File: src/rtl/cdc_register_arbiter.sv
// Round-robin arbiter that shares the write port of one cdc_register crossing.
// The winning word is captured with its source tag and held until the crossing accepts it.
module cdc_register_arbiter #(
  parameter int num_requesters = 4,
  parameter int data_width     = 32,
  parameter int source_width   = (num_requesters > 1) ? $clog2(num_requesters) : 1
) (
  input  logic                                 clk,
  input  logic                                 reset,
  input  logic [num_requesters-1:0]            req_valid,
  input  logic [num_requesters*data_width-1:0] req_data,
  output logic [num_requesters-1:0]            req_ready,
  output logic [data_width-1:0]                wr_data,
  output logic [source_width-1:0]              wr_source,
  output logic                                 wr,
  input  logic                                 wr_ready,
  output logic [15:0]                          transfer_count
);

  typedef enum logic {
    IDLE,
    SEND
  } state_t;

  state_t                  state;
  state_t                  next_state;
  logic [source_width-1:0] last_grant;
  logic [source_width-1:0] grant;
  logic [source_width-1:0] idx;
  int unsigned             cand;
  logic                    grant_found;
  logic                    accept;
  logic [data_width-1:0]   words [num_requesters];

  for (genvar i = 0; i < num_requesters; i++) begin : g_unpack
    assign words[i] = req_data[i*data_width +: data_width];
  end

  // Search upward from the requester after the last winner, wrapping around.
  always_comb begin
    grant       = '0;
    grant_found = 1'b0;
    cand        = 0;
    idx         = '0;
    for (int unsigned k = 1; k <= 32'(num_requesters); k++) begin
      cand = (32'(last_grant) + k) % 32'(num_requesters);
      idx  = source_width'(cand);
      if (!grant_found && req_valid[idx]) begin
        grant_found = 1'b1;
        grant       = idx;
      end
    end
  end

  always_comb begin
    next_state = state;
    req_ready  = '0;
    wr         = 1'b0;
    case (state)
      IDLE: begin
        if (grant_found) begin
          next_state = SEND;
          if (!reset) begin
            req_ready[grant] = 1'b1;
          end
        end
      end
      SEND: begin
        wr = 1'b1;
        if (wr_ready) begin
          next_state = IDLE;
        end
      end
      default: next_state = IDLE;
    endcase
  end

  assign accept = (state == IDLE) && grant_found;

  // Reset discards any held word; the requester already saw its ready.
  always_ff @(posedge clk) begin
    if (reset) begin
      state          <= IDLE;
      last_grant     <= source_width'(num_requesters - 1);
      wr_data        <= '0;
      wr_source      <= '0;
      transfer_count <= '0;
    end else begin
      state <= next_state;
      if (accept) begin
        wr_data    <= words[grant];
        wr_source  <= grant;
        last_grant <= grant;
      end
      if ((state == SEND) && wr_ready) begin
        transfer_count <= transfer_count + 16'd1;
      end
    end
  end

endmodule

File: config.mk
export PLATFORM = sky130hd
export DESIGN_NAME = cdc_register_arbiter
export DESIGN_NICKNAME = d
export VERILOG_FILES = /design/src/rtl/cdc_register_arbiter.sv
export SDC_FILE = /design/constraint.sdc
export NUM_CORES = 1
export LEC_CHECK = 0
export ABC_AREA = 1
export CELL_PAD_IN_SITES_DETAIL_PLACEMENT = 0
export CELL_PAD_IN_SITES_GLOBAL_PLACEMENT = 2
export CORE_AREA = 5 5 143 145
export CTS_BUF_LIST = sky130_fd_sc_hd__clkbuf_16
export DETAILED_ROUTE_END_ITERATION = 12
export DIE_AREA = 0 0 148 150
export GPL_ROUTABILITY_DRIVEN = 0
export GPL_TIMING_DRIVEN = 0
export PLACE_DENSITY_LB_ADDON = 0.1
export SYNTH_ARGS = -nofsm -noshare
export SYNTH_HDL_FRONTEND = slang
export SYNTH_SLANG_ARGS = --single-unit
File: constraint.sdc
create_clock -name clk -period 2.2 [get_ports clk]
set_input_delay 0.22 -clock clk [delete_from_list [all_inputs] [get_ports clk]]
set_output_delay 0.22 -clock clk [all_outputs]
set_load 0.01 [all_outputs]
* Word-level counts from Yosys, hierarchy flattened
Cells that the tools add are included.
Word-level totals: register bits after elaboration 53, latch bits 0, RAM bits 0, ROM bits 0, input port bits 135, output and inout port bits 55, memories kept 0
Cells by class: add/subtract/negate cells 5, multiply operators 0, divide/modulo/power cells 0, magnitude comparators 7, equal/unequal tests 0, shifts and indexed selects 0, multiplexer cells 28, bitwise logic cells 2, reduce and logical (&&, ||, !) cells 9
Operator list (count):
- $bmux W32 S2 | 1
- $mux W32 | 2
- $add A16 B1 Y16 const B | 1
- $lt A2 B3 Y1 const B | 5
- $mux W1 | 12
- $mux W4 | 3
- $bmux W1 S2 | 4
- $mux W2 | 4
- $logic_and A1 B1 Y1 | 6
- $add A2 B1 Y2 const B | 2
- $add A2 B2 Y2 const B | 2
- $ge A3 B3 Y1 const B | 1
- $logic_not A1 Y1 | 3
- $not A2 Y3 | 1
- $demux W1 S2 | 1
- $ge A2 B1 Y1 const B | 1
- $pmux W1 S2 | 1
- $not A1 Y1 | 1

* Longest topological paths before layout
Gate-level depths: netlist of the first run.
word-level depth 20, mapped depth 17, depth with buffers taken out 14

* Worst setup path before layout of the first run
No wires, ideal clock.
kind register -> output, start reg last_grant[0], end out req_ready[2], arrival time 1.824 ns, data required time 1.980 ns, setup slack 0.156 ns, cell stages (with the launch flop) 15, buffers on the path 4, cell sequence dfxtp_1 > buf_6 > inv_2 > buf_6 > nand2_1 > nand2_2 > nand2_2 > nand2_2 > nor2_4 > nand2_2 > nor2_2 > nor2_2 > buf_6 > buf_4 > nor3_1
Between the ends: longest elaborated chain between the ends 20, elaborated cells between the ends (all ways) 34, classes of those cells 4 x add/sub; 2 x order compare; 21 x mux; 7 x reduce/logical
RTL lines:
- start, declared | line 27 | logic [source_width-1:0] last_grant;
- start signal, assigned | line 84 | last_grant <= source_width'(num_requesters - 1);
- start signal, assigned | line 93 | last_grant <= grant;
- $add A2 B1 Y2 | line 46 | cand = (32'(last_grant) + k) % 32'(num_requesters);
- $bmux W1 S2 | line 48 | if (!grant_found && req_valid[idx]) begin
- $mux W1 (not written as such) | line 48
- $mux W1 | line 48
- $logic_not A1 Y1 | line 48
- $logic_and A1 B1 Y1 | line 48
- $mux W1 | line 48
- $logic_not A1 Y1 | line 48
- [4 not listed]
- $mux W2 | line 48
- $lt A2 B3 Y1 (not written as such) / $ge A2 B1 Y1 (equally long branches) | line 64 | req_ready[grant] = 1'b1;
- $logic_and A1 B1 Y1 (not written as such) | line 64
- $mux W1 (not written as such) | line 64
- $demux W1 S2 | line 64
- $mux W4 | line 63 | if (!reset) begin
- $mux W4 * | line 61 | if (grant_found) begin
- $mux W4 * | line 59 | case (state)
- end, declared | line 12 | output logic [num_requesters-1:0] req_ready,
Mark *: on every way between the ends. The rest lies on a longest branch, timed or not. The select of a mux whose other input is x is not followed.

* Worst setup path in the final report of the first run
Same ends and word-level chain as after synthesis.

==> run summary, run 1 <==
Antenna Nets Post-Route = 0
Post-layout utilization of the core = 33.4%
Worst r2r dst = wr_data[4]
Yosys reg bits = 53
Synth cell types = 28
Static Leak = 2.60 nW
Simple-gate share of the synthesized area = 48.8%
Worst r2r src = last_grant[0]
Final Cycle Share = 106%
Clock Skews = 0.0102 ns
Delay of the slowest critical-path stage = 0.37 ns
Grt ovf = 0
Starting Density = 17.7%
Failing checks = negative setup slack
Max-slew headroom = 59.3%
Final Non-Filler Cells = 1,006
Die Area = 0.0222 sq mm
Register area = 0.00107 sq mm
Die Height = 150 um
Worst path top cell family by delay = simple AND/OR/NAND/NOR gates
Fmax = 0.429 GHz
H-tree levels = 2
Vias in the first global route = 4,651
Clock Tree Buf Depth = 2
Syn Area/Cell = 6.24 sq um
CTS Hold Buffers Added = 0
Clock root cell = clkbuf_16
Tmin final = 2.33 ns
Post-synthesis mux area share = 0%
Initial antenna violation count = 0
Worst reg-to-reg setup slack = 0.03 ns
Top_reg_cell synth = dfxtp_1
CP Buf/Inv Count = 5
Commonest non-fill, non-tap cell in the layout = clkdlybuf4s50_1
Syn. warnings = 0
Worst-Skew Late Latency = 0.31 ns
DP HPWL = 13,600 um
Final WS setup = -0.131 ns
Std cell rows = 51
Hold Vio Cnt, Final = 0
Slew Viols, Final = 0
Run status = finished with violations
Critical Path RT = 1.98 ns
Highest-count cells in the layout ignoring fill and taps = clkdlybuf4s50_1, nand3_1, nand2_1
Crit path max fanout = 10
Syn_nets = 676
Num CTS Buffers = 5
Worst-Margin Slew = 0.610 ns
GRT Overall Usage = 15.9%
Final instance area = 0.00638 sq mm
WS Path Type = register to output pin
Final setup fails = 4
# DRC = 0
I/O pin total = 190
Antenna cells = 0
Cell depth of the worst setup path = 12
Setup crit start = last_grant[0]
Worst-path clk slew = 0.08 ns
Pre-CTS setup slack = -0.817 ns
Routed WL = 18,100 um
CTS tree = built
Port Buffers = 189
Main combinational cell family by area after synthesis = simple AND/OR/NAND/NOR gates
Arrival time at the worst endpoint = 2.11 ns
Syn-to-layout area delta = 89.1%
Post-synth EDFFs = 0
Total power = 10.8 mW
Area after DPL = 0.00556 sq mm
Sequential fraction of the synthesis area = 31.5%
Synth Area in XOR/XNOR = 0.260%
Critical Path Source Type = register
Post-Synth Adder-Cell Area = 0.371%
Crit-path slowest cell = dfxtp_4
Clock Sinks = 53
Die width = 148 um
Crit path to = req_ready[2]
Crit path cell chain = buf_4 -> nand2_2 -> nand2_4 -> inv_1 -> nand2_1 -> nand2_2 -> nand3b_1 -> nand3_4 -> buf_8 -> buf_8 -> nor3_4 -> buf_6
Synth Instances = 540
VDD IR-drop max = 0.000832 V
Via density = 4.39
Area of the multi-input gates = 0.00217 sq mm
Async set or reset register ratio after synthesis = 0%
Vias post-DR = 4,418
First-pass GRT wire length = 26,900 um
DRT Pass-1 Iters = 4
Layout fillers = 2,046
Final net count = 904
PwrDens = 1690 mW/mm^2
Wirelength per Cell = 17.9 um
CP endpoint kind = output pin
Synth Area in Compound Gates = 9.02%
Share of post-route cells with drive strength above 1 = 17.1%
Hold slack = 0.474 ns
RSZ-0062 raised after global routing = true
Max-cap violations = 0
Hold WC Path Type = register to register
Largest net degree at the start of global routing = 16
Setup TNS = -0.410 ns
Cells after DPL = 967
Worst Reg-to-Reg Cells = 16
Post-synthesis cell area = 0.00337 sq mm
Area of the core = 0.0191 sq mm
First-iteration detailed-routing DRC count = 132
## synthesized netlist by cell type, drive strengths merged (2+ instances only)
library cell	count	area, sq um
dfxtp	53	1060
a21oi	11	55.1
nand3	150	756
o211ai	3	22.5
o21a	3	22.5
clkbuf	11	45.1
nand4	5	31.3
nor2	87	349
nor4	2	12.5
inv	26	97.6
buf	27	196
o21ai	37	196
nand2	110	433
nor3	10	50.1
## how the worst min path moves through the flow
stage	cells after the start	slack, ns	startpoint	endpoint
5_1_grt	2	0.51	wr_source[1]	wr_source[1]
4_1_cts	2	0.48	wr_source[1]	wr_source[1]
3_5_place_dp	2	0.47	wr_source[1]	wr_source[1]
2_1_floorplan	4	0.43	req_data[64]	wr_data[0]
3_3_place_gp	2	0.46	wr_source[1]	wr_source[1]
6_report	2	0.47	wr_source[0]	wr_source[0]
## registers in the layout (all words and copies together) (netlist names)
signal,count
last_grant,2
wr_data,32
transfer_count,16
wr_source,2
state,1
## cell type report
type                       instances  area share, %
sequential                        53           16.8
clock inverter                     2          0.177
inverter                          26           1.65
tap                              238           4.67
clock buffer                       5           1.96
timing repair buffer             222           34.5
buffer                            37           6.16
multi-input combinational        423           34.1
## worst register-to-register path, delay by kind of cell (launching register included)
kind                   cells  cell delay [ns]
DFF                        1             0.37
buffers and inverters      5             0.67
and+or+nand+nor           11             1.05
## logic make-up after synthesis
kind of cell,Yosys count
AOI/OAI and AO/OA,55
adders and majority gates,1
and+or+nand+nor,366
DFF,53
buffers and inverters,64
xor gates and xnor gates,1
## layer usage
metal  up-vias  wire (um)  track usage [%]
met5         -          0                0
met4         0        150             2.73
met3         8       1300             5.18
met2       128       8790             27.9
met1      2019       7820             19.3
li1       2263          -                -
## timing repair
| action | CTS | global route |
|---|---|---|
| resized for setup | 90 | 66 |
| buffers inserted | 25 | 6 |
| setup endpoints to repair | 41 | 46 |
| pin swaps | 20 | 17 |
| gates cloned | 0 | 2 |
## power breakdown
part | leakage, nW | internal (mW) | switching, mW
Combinational | 2.10 | 3.84 | 4.71
Clock | 0.0633 | 0.414 | 0.407
Sequential | 0.437 | 1.25 | 0.172
(Power assumes the default switching activity.)
==> run 2: changes to the inputs <==
--- a/config.mk
+++ b/config.mk
@@ -8,10 +8,10 @@
 export ABC_AREA = 1
 export CELL_PAD_IN_SITES_DETAIL_PLACEMENT = 0
 export CELL_PAD_IN_SITES_GLOBAL_PLACEMENT = 2
-export CORE_AREA = 5 5 143 145
+export CORE_AREA = 5 5 136 138
 export CTS_BUF_LIST = sky130_fd_sc_hd__clkbuf_16
 export DETAILED_ROUTE_END_ITERATION = 12
-export DIE_AREA = 0 0 148 150
+export DIE_AREA = 0 0 141 143
 export GPL_ROUTABILITY_DRIVEN = 0
 export GPL_TIMING_DRIVEN = 0
 export PLACE_DENSITY_LB_ADDON = 0.1
==> constraint.sdc (replaced) <==
create_clock -name clk -period 2.84 [get_ports clk]
set_input_delay 0.284 -clock clk [delete_from_list [all_inputs] [get_ports clk]]
set_output_delay 0.284 -clock clk [all_outputs]
set_load 0.01 [all_outputs]
==> run summary, run 2 (synthesis gave the netlist of run 1 again) <==
Worst reg-to-reg setup slack = 0.42 ns
Grt ovf = 0
Slew Viols, Final = 0
Crit-path slowest cell = dfxtp_1
Most frequent CP cell = buf_6
Cells after DPL = 954
Vias in the first global route = 4,460
Wirelength per Cell = 17.3 um
Delay of the slowest critical-path stage = 0.33 ns
Hold EP = wr_source[1]
Std cell rows = 48
Vias post-DR = 4,296
Hold WC Path Type = register to register
Critical Path RT = 2.56 ns
Max-cap violations = 0
Launch point of the worst hold path = wr_source[1]
Clock Tree Buf Depth = 2
RSZ-0062 raised after global routing = true
First-iteration detailed-routing DRC count = 162
Clock Sinks = 53
Area after DPL = 0.00555 sq mm
Antenna Nets Post-Route = 0
Largest net degree at the start of global routing = 17
Clock root cell = clkbuf_16
Arrival time at the worst endpoint = 2.36 ns
Post-layout utilization of the core = 33.5%
Starting Density = 19.8%
Final setup fails = 0
Final Cycle Share = 93.2%
H-tree levels = 2
Highest-count cells in the layout ignoring fill and taps = clkdlybuf4s50_1, nand3_1, nand2_1
Fmax = 0.378 GHz
Die width = 141 um
Final WS setup = 0.192 ns
Hold Vio Cnt, Final = 0
Worst r2r dst = wr_data[11]
CTS tree = built
Routed WL = 16,600 um
Via density = 4.48
Crit path cell chain = buf_6 -> inv_2 -> buf_6 -> nand2_2 -> nand2_2 -> nand2_1 -> nand2_1 -> nand4_1 -> nand3_2 -> buf_6 -> buf_4 -> nor3_1 -> buf_2
DRT Pass-1 Iters = 4
Worst-Skew Late Latency = 0.30 ns
Critical Path Source Type = register
Final Non-Filler Cells = 960
Total power = 6.86 mW
Pre-CTS setup slack = -0.295 ns
Run status = complete, no violations
CP endpoint kind = output pin
I/O pin total = 190
Syn-to-layout area delta = 69.2%
Hold Path Depth = 2
Worst Reg-to-Reg Cells = 15
Initial antenna violation count = 1
VDD IR-drop max = 0.000550 V
PwrDens = 1200 mW/mm^2
WS Path Type = register to output pin
Die Area = 0.0202 sq mm
Max-slew headroom = 60.2%
Share of post-route cells with drive strength above 1 = 8.30%
Post-CTS Setup Bufs = 0
Port Buffers = 189
Static Leak = 2.31 nW
Clock Skews = 0.00373 ns
Antenna cells = 0
Setup TNS = 0 ns
Tmin final = 2.65 ns
# DRC = 0
Commonest non-fill, non-tap cell in the layout = clkdlybuf4s50_1
GRT Overall Usage = 16.2%
Final instance area = 0.00571 sq mm
Worst-Margin Slew = 0.598 ns
Die Height = 143 um
Crit path max fanout = 10
Num CTS Buffers = 5
DP HPWL = 13,300 um
Worst-path clk slew = 0.07 ns
Worst r2r src = last_grant[0]
Hold slack = 0.490 ns
Layout fillers = 1,877
First-pass GRT wire length = 25,100 um
Most flop-heavy register = wr_data
Final net count = 870
Top flop regs = wr_data: 32 flops, transfer_count: 16 flops
Largest register FFs = 32
Area of the core = 0.0171 sq mm
run 2: cell count changes in the layout (fill, tap and decap cells not counted), sizes merged:
cell and delta:
buf -33, bufinv +1, clkbuf -1, clkinvlp -1
inv +1
run 2: how the worst max path moves through the flow:
stage                  startpoint           end  slack (ns)  depth (start not counted)
floorplan           last_grant[0]  req_ready[2]        0.73                         14
global placement     req_valid[2]  req_ready[3]       -0.27                         13
detailed placement   req_valid[2]  req_ready[2]       -0.29                         13
CTS                 last_grant[0]  req_ready[3]        0.01                         15
global route        last_grant[0]  req_ready[0]      -0.005                         15
finish              last_grant[0]  req_ready[0]        0.19                         13
run 2: routing by layer:
layer  vias to the layer above  track usage [%]  part of all wire, %
met5                         -                0                0.078
met4                         2             5.10                  2.0
met3                        20             5.29                  8.4
met2                       170             26.3                   45
met1                      1913             20.6                   44
li1                       2191                -                    -
run 2: worst max-delay path: cells and delay by family (launching register included):
family	cells	cell delay [ns]
buf+inv	6	0.87
simple gates	7	0.86
flops	1	0.33
run 2: power by group:
group	total, mW	switching [mW]	leakage, nW	internal, mW
sequential	1.08	0.116	0.437	0.960
clock	0.732	0.316	0.0852	0.416
combinational	5.05	3.20	1.79	1.85
total	6.86	3.64	2.31	3.22
run 2: area by class of cell:
cell class	instances	area, sq um	share of cell area [%]
plain buffers	36	233	4.08
clock buffers	5	125	2.19
clock inverters	3	42.5	0.745
inverters	26	100	1.75
multi-input cells	423	1990	34.9
flip-flops and latches	53	1060	18.6
well taps	225	282	4.93
repair buffers	189	1870	32.8
run 2: repair_timing:
action                                  CTS  global route
hold buffers                              0             0
pin swaps                                 1             1
endpoints found under the setup margin    4             4
gates resized for setup                  20            10
endpoints found under the hold margin     0             0
==> run 3: changes to the inputs <==
--- a/config.mk
+++ b/config.mk
@@ -6,15 +6,17 @@
 export NUM_CORES = 1
 export LEC_CHECK = 0
 export ABC_AREA = 1
+export CAP_MARGIN = 15
 export CELL_PAD_IN_SITES_DETAIL_PLACEMENT = 0
 export CELL_PAD_IN_SITES_GLOBAL_PLACEMENT = 2
-export CORE_AREA = 5 5 136 138
+export CORE_AREA = 2 2 133 135
 export CTS_BUF_LIST = sky130_fd_sc_hd__clkbuf_16
 export DETAILED_ROUTE_END_ITERATION = 12
-export DIE_AREA = 0 0 141 143
+export DIE_AREA = 0 0 135 137
 export GPL_ROUTABILITY_DRIVEN = 0
 export GPL_TIMING_DRIVEN = 0
 export PLACE_DENSITY_LB_ADDON = 0.1
 export SYNTH_ARGS = -nofsm -noshare
 export SYNTH_HDL_FRONTEND = slang
 export SYNTH_SLANG_ARGS = --single-unit
+export TNS_END_PERCENT = 5
==> run summary, run 3 (synthesis gave the netlist of run 1 again) <==
Run status = complete, no violations
PwrDens = 1200 mW/mm^2
Critical Path Source Type = register
Cells after DPL = 954
Area of the core = 0.0171 sq mm
Worst-Margin Slew = 0.607 ns
Final setup fails = 0
Num CTS Buffers = 5
Clock Sinks = 53
First-iteration detailed-routing DRC count = 186
DRT Pass-1 Iters = 5
Final Non-Filler Cells = 966
Delay of the slowest critical-path stage = 0.33 ns
Syn-to-layout area delta = 70.6%
Wirelength per Cell = 16.9 um
DP HPWL = 12,600 um
Worst path top cell family by delay = simple AND/OR/NAND/NOR gates
Fmax = 0.379 GHz
Hold Path Depth = 2
Die Area = 0.0185 sq mm
Arrival time at the worst endpoint = 2.35 ns
Routed WL = 16,300 um
H-tree levels = 2
First-pass GRT wire length = 24,000 um
Commonest non-fill, non-tap cell in the layout = clkdlybuf4s50_1
GRT Overall Usage = 17.3%
Clock root cell = clkbuf_16
Worst-Skew Late Latency = 0.30 ns
Worst reg-to-reg setup slack = 0.36 ns
Vias post-DR = 4,318
Hold WC Path Type = register to register
Crit path cell chain = buf_6 -> inv_2 -> buf_6 -> nand2_1 -> nand2_2 -> nand2_2 -> nand2_2 -> nor2_4 -> nand2_2 -> nor2_2 -> nor2_2 -> buf_6 -> buf_6 -> nor3_2 -> buf_2
Clock Skews = 0.00711 ns
Die Height = 137 um
Tmin final = 2.64 ns
Max-cap violations = 0
Hold EP = transfer_count[7]
I/O pin total = 190
Hold Vio Cnt, Final = 0
Final instance area = 0.00575 sq mm
Worst-path clk slew = 0.07 ns
Clock Tree Buf Depth = 2
WS Path Type = register to output pin
Crit path max fanout = 10
Highest-count cells in the layout ignoring fill and taps = clkdlybuf4s50_1, nand3_1, nand2_1
Worst Reg-to-Reg Cells = 16
Area after DPL = 0.00555 sq mm
Crit-path slowest cell = dfxtp_1
VDD IR-drop max = 0.000540 V
Setup TNS = 0 ns
Port Buffers = 189
Slew Viols, Final = 0
Largest register FFs = 32
Die width = 135 um
Antenna Nets Post-Route = 0
CTS tree = built
Antenna cells = 0
Std cell rows = 48
# DRC = 0
CP endpoint kind = output pin
Launch point of the worst hold path = transfer_count[7]
Most flop-heavy register = wr_data
Max-slew headroom = 59.5%
Share of post-route cells with drive strength above 1 = 9.58%
Vias in the first global route = 4,187
Top flop regs = wr_data: 32 flops, transfer_count: 16 flops
Final net count = 876
Worst r2r src = last_grant[0]
Worst r2r dst = wr_data[12]
Starting Density = 19.8%
Via density = 4.47
Final Cycle Share = 92.9%
Critical Path RT = 2.56 ns
Largest net degree at the start of global routing = 17
Post-layout utilization of the core = 33.7%
Grt ovf = 0
Static Leak = 2.34 nW
Initial antenna violation count = 0
CP Buf/Inv Count = 6
run 3: layout make-up:
type	count	area, sq um
clock buffers	5	125
inverters	26	100
well taps	225	282
plain buffers	37	244
multi-input cells	423	2010
flip-flops and latches	53	1060
clock inverters	3	17.5
fillers	1875	11300
repair buffers	194	1910
run 3: metrics by stage:
step / hold slack (ns) / total power, mW / setup WS (ns)
floorplan: 0.489 / 4.23 / 0.732
global placement: 0.462 / 6.22 / -0.297
detailed placement: 0.471 / 6.24 / -0.296
CTS: 0.483 / 6.93 / -0.00891
global route: 0.509 / 7.58 / -0.0147
finish: 0.485 / 6.89 / 0.202
run 3: timing repair:
item | CTS | global route
pin swaps | 1 | 6
resized for setup | 19 | 16
buffers inserted | 0 | 5
endpoints found under the setup margin | 4 | 4
hold buffers | 0 | 0
run 3: metal layers:
layer  GRT usage, %  vias to the layer above  wire, um
met5              0                        -         0
met4           3.47                        0       106
met3           5.33                        6      1250
met2           29.4                      143      7790
met1           21.8                     1969      7180
li1               -                     2200         -
run 3: power breakdown:
part / total [mW] / switching (mW) / internal, mW
registers: 1.07 / 0.113 / 0.960
logic: 5.18 / 3.26 / 1.92
clock network: 0.635 / 0.309 / 0.325
run 3: worst max path at each step:
stage | start | end | slack [ns] | depth (start not counted)
2_1_floorplan | last_grant[0] | req_ready[2] | 0.73 | 14
3_3_place_gp | req_valid[2] | req_ready[2] | -0.30 | 13
3_5_place_dp | req_valid[2] | req_ready[3] | -0.30 | 13
4_1_cts | last_grant[0] | req_ready[2] | -0.009 | 15
5_1_grt | last_grant[0] | req_ready[1] | -0.01 | 14
6_report | last_grant[0] | req_ready[2] | 0.20 | 15
run 3: worst min-delay path: cells and delay by family, from the launching register on:
| family | cells | cell delay, ns |
|---|---|---|
| DFF | 1 | 0.34 |
| buffers and inverters | 1 | 0.06 |
| AOI/OAI and AO/OA | 1 | 0.05 |
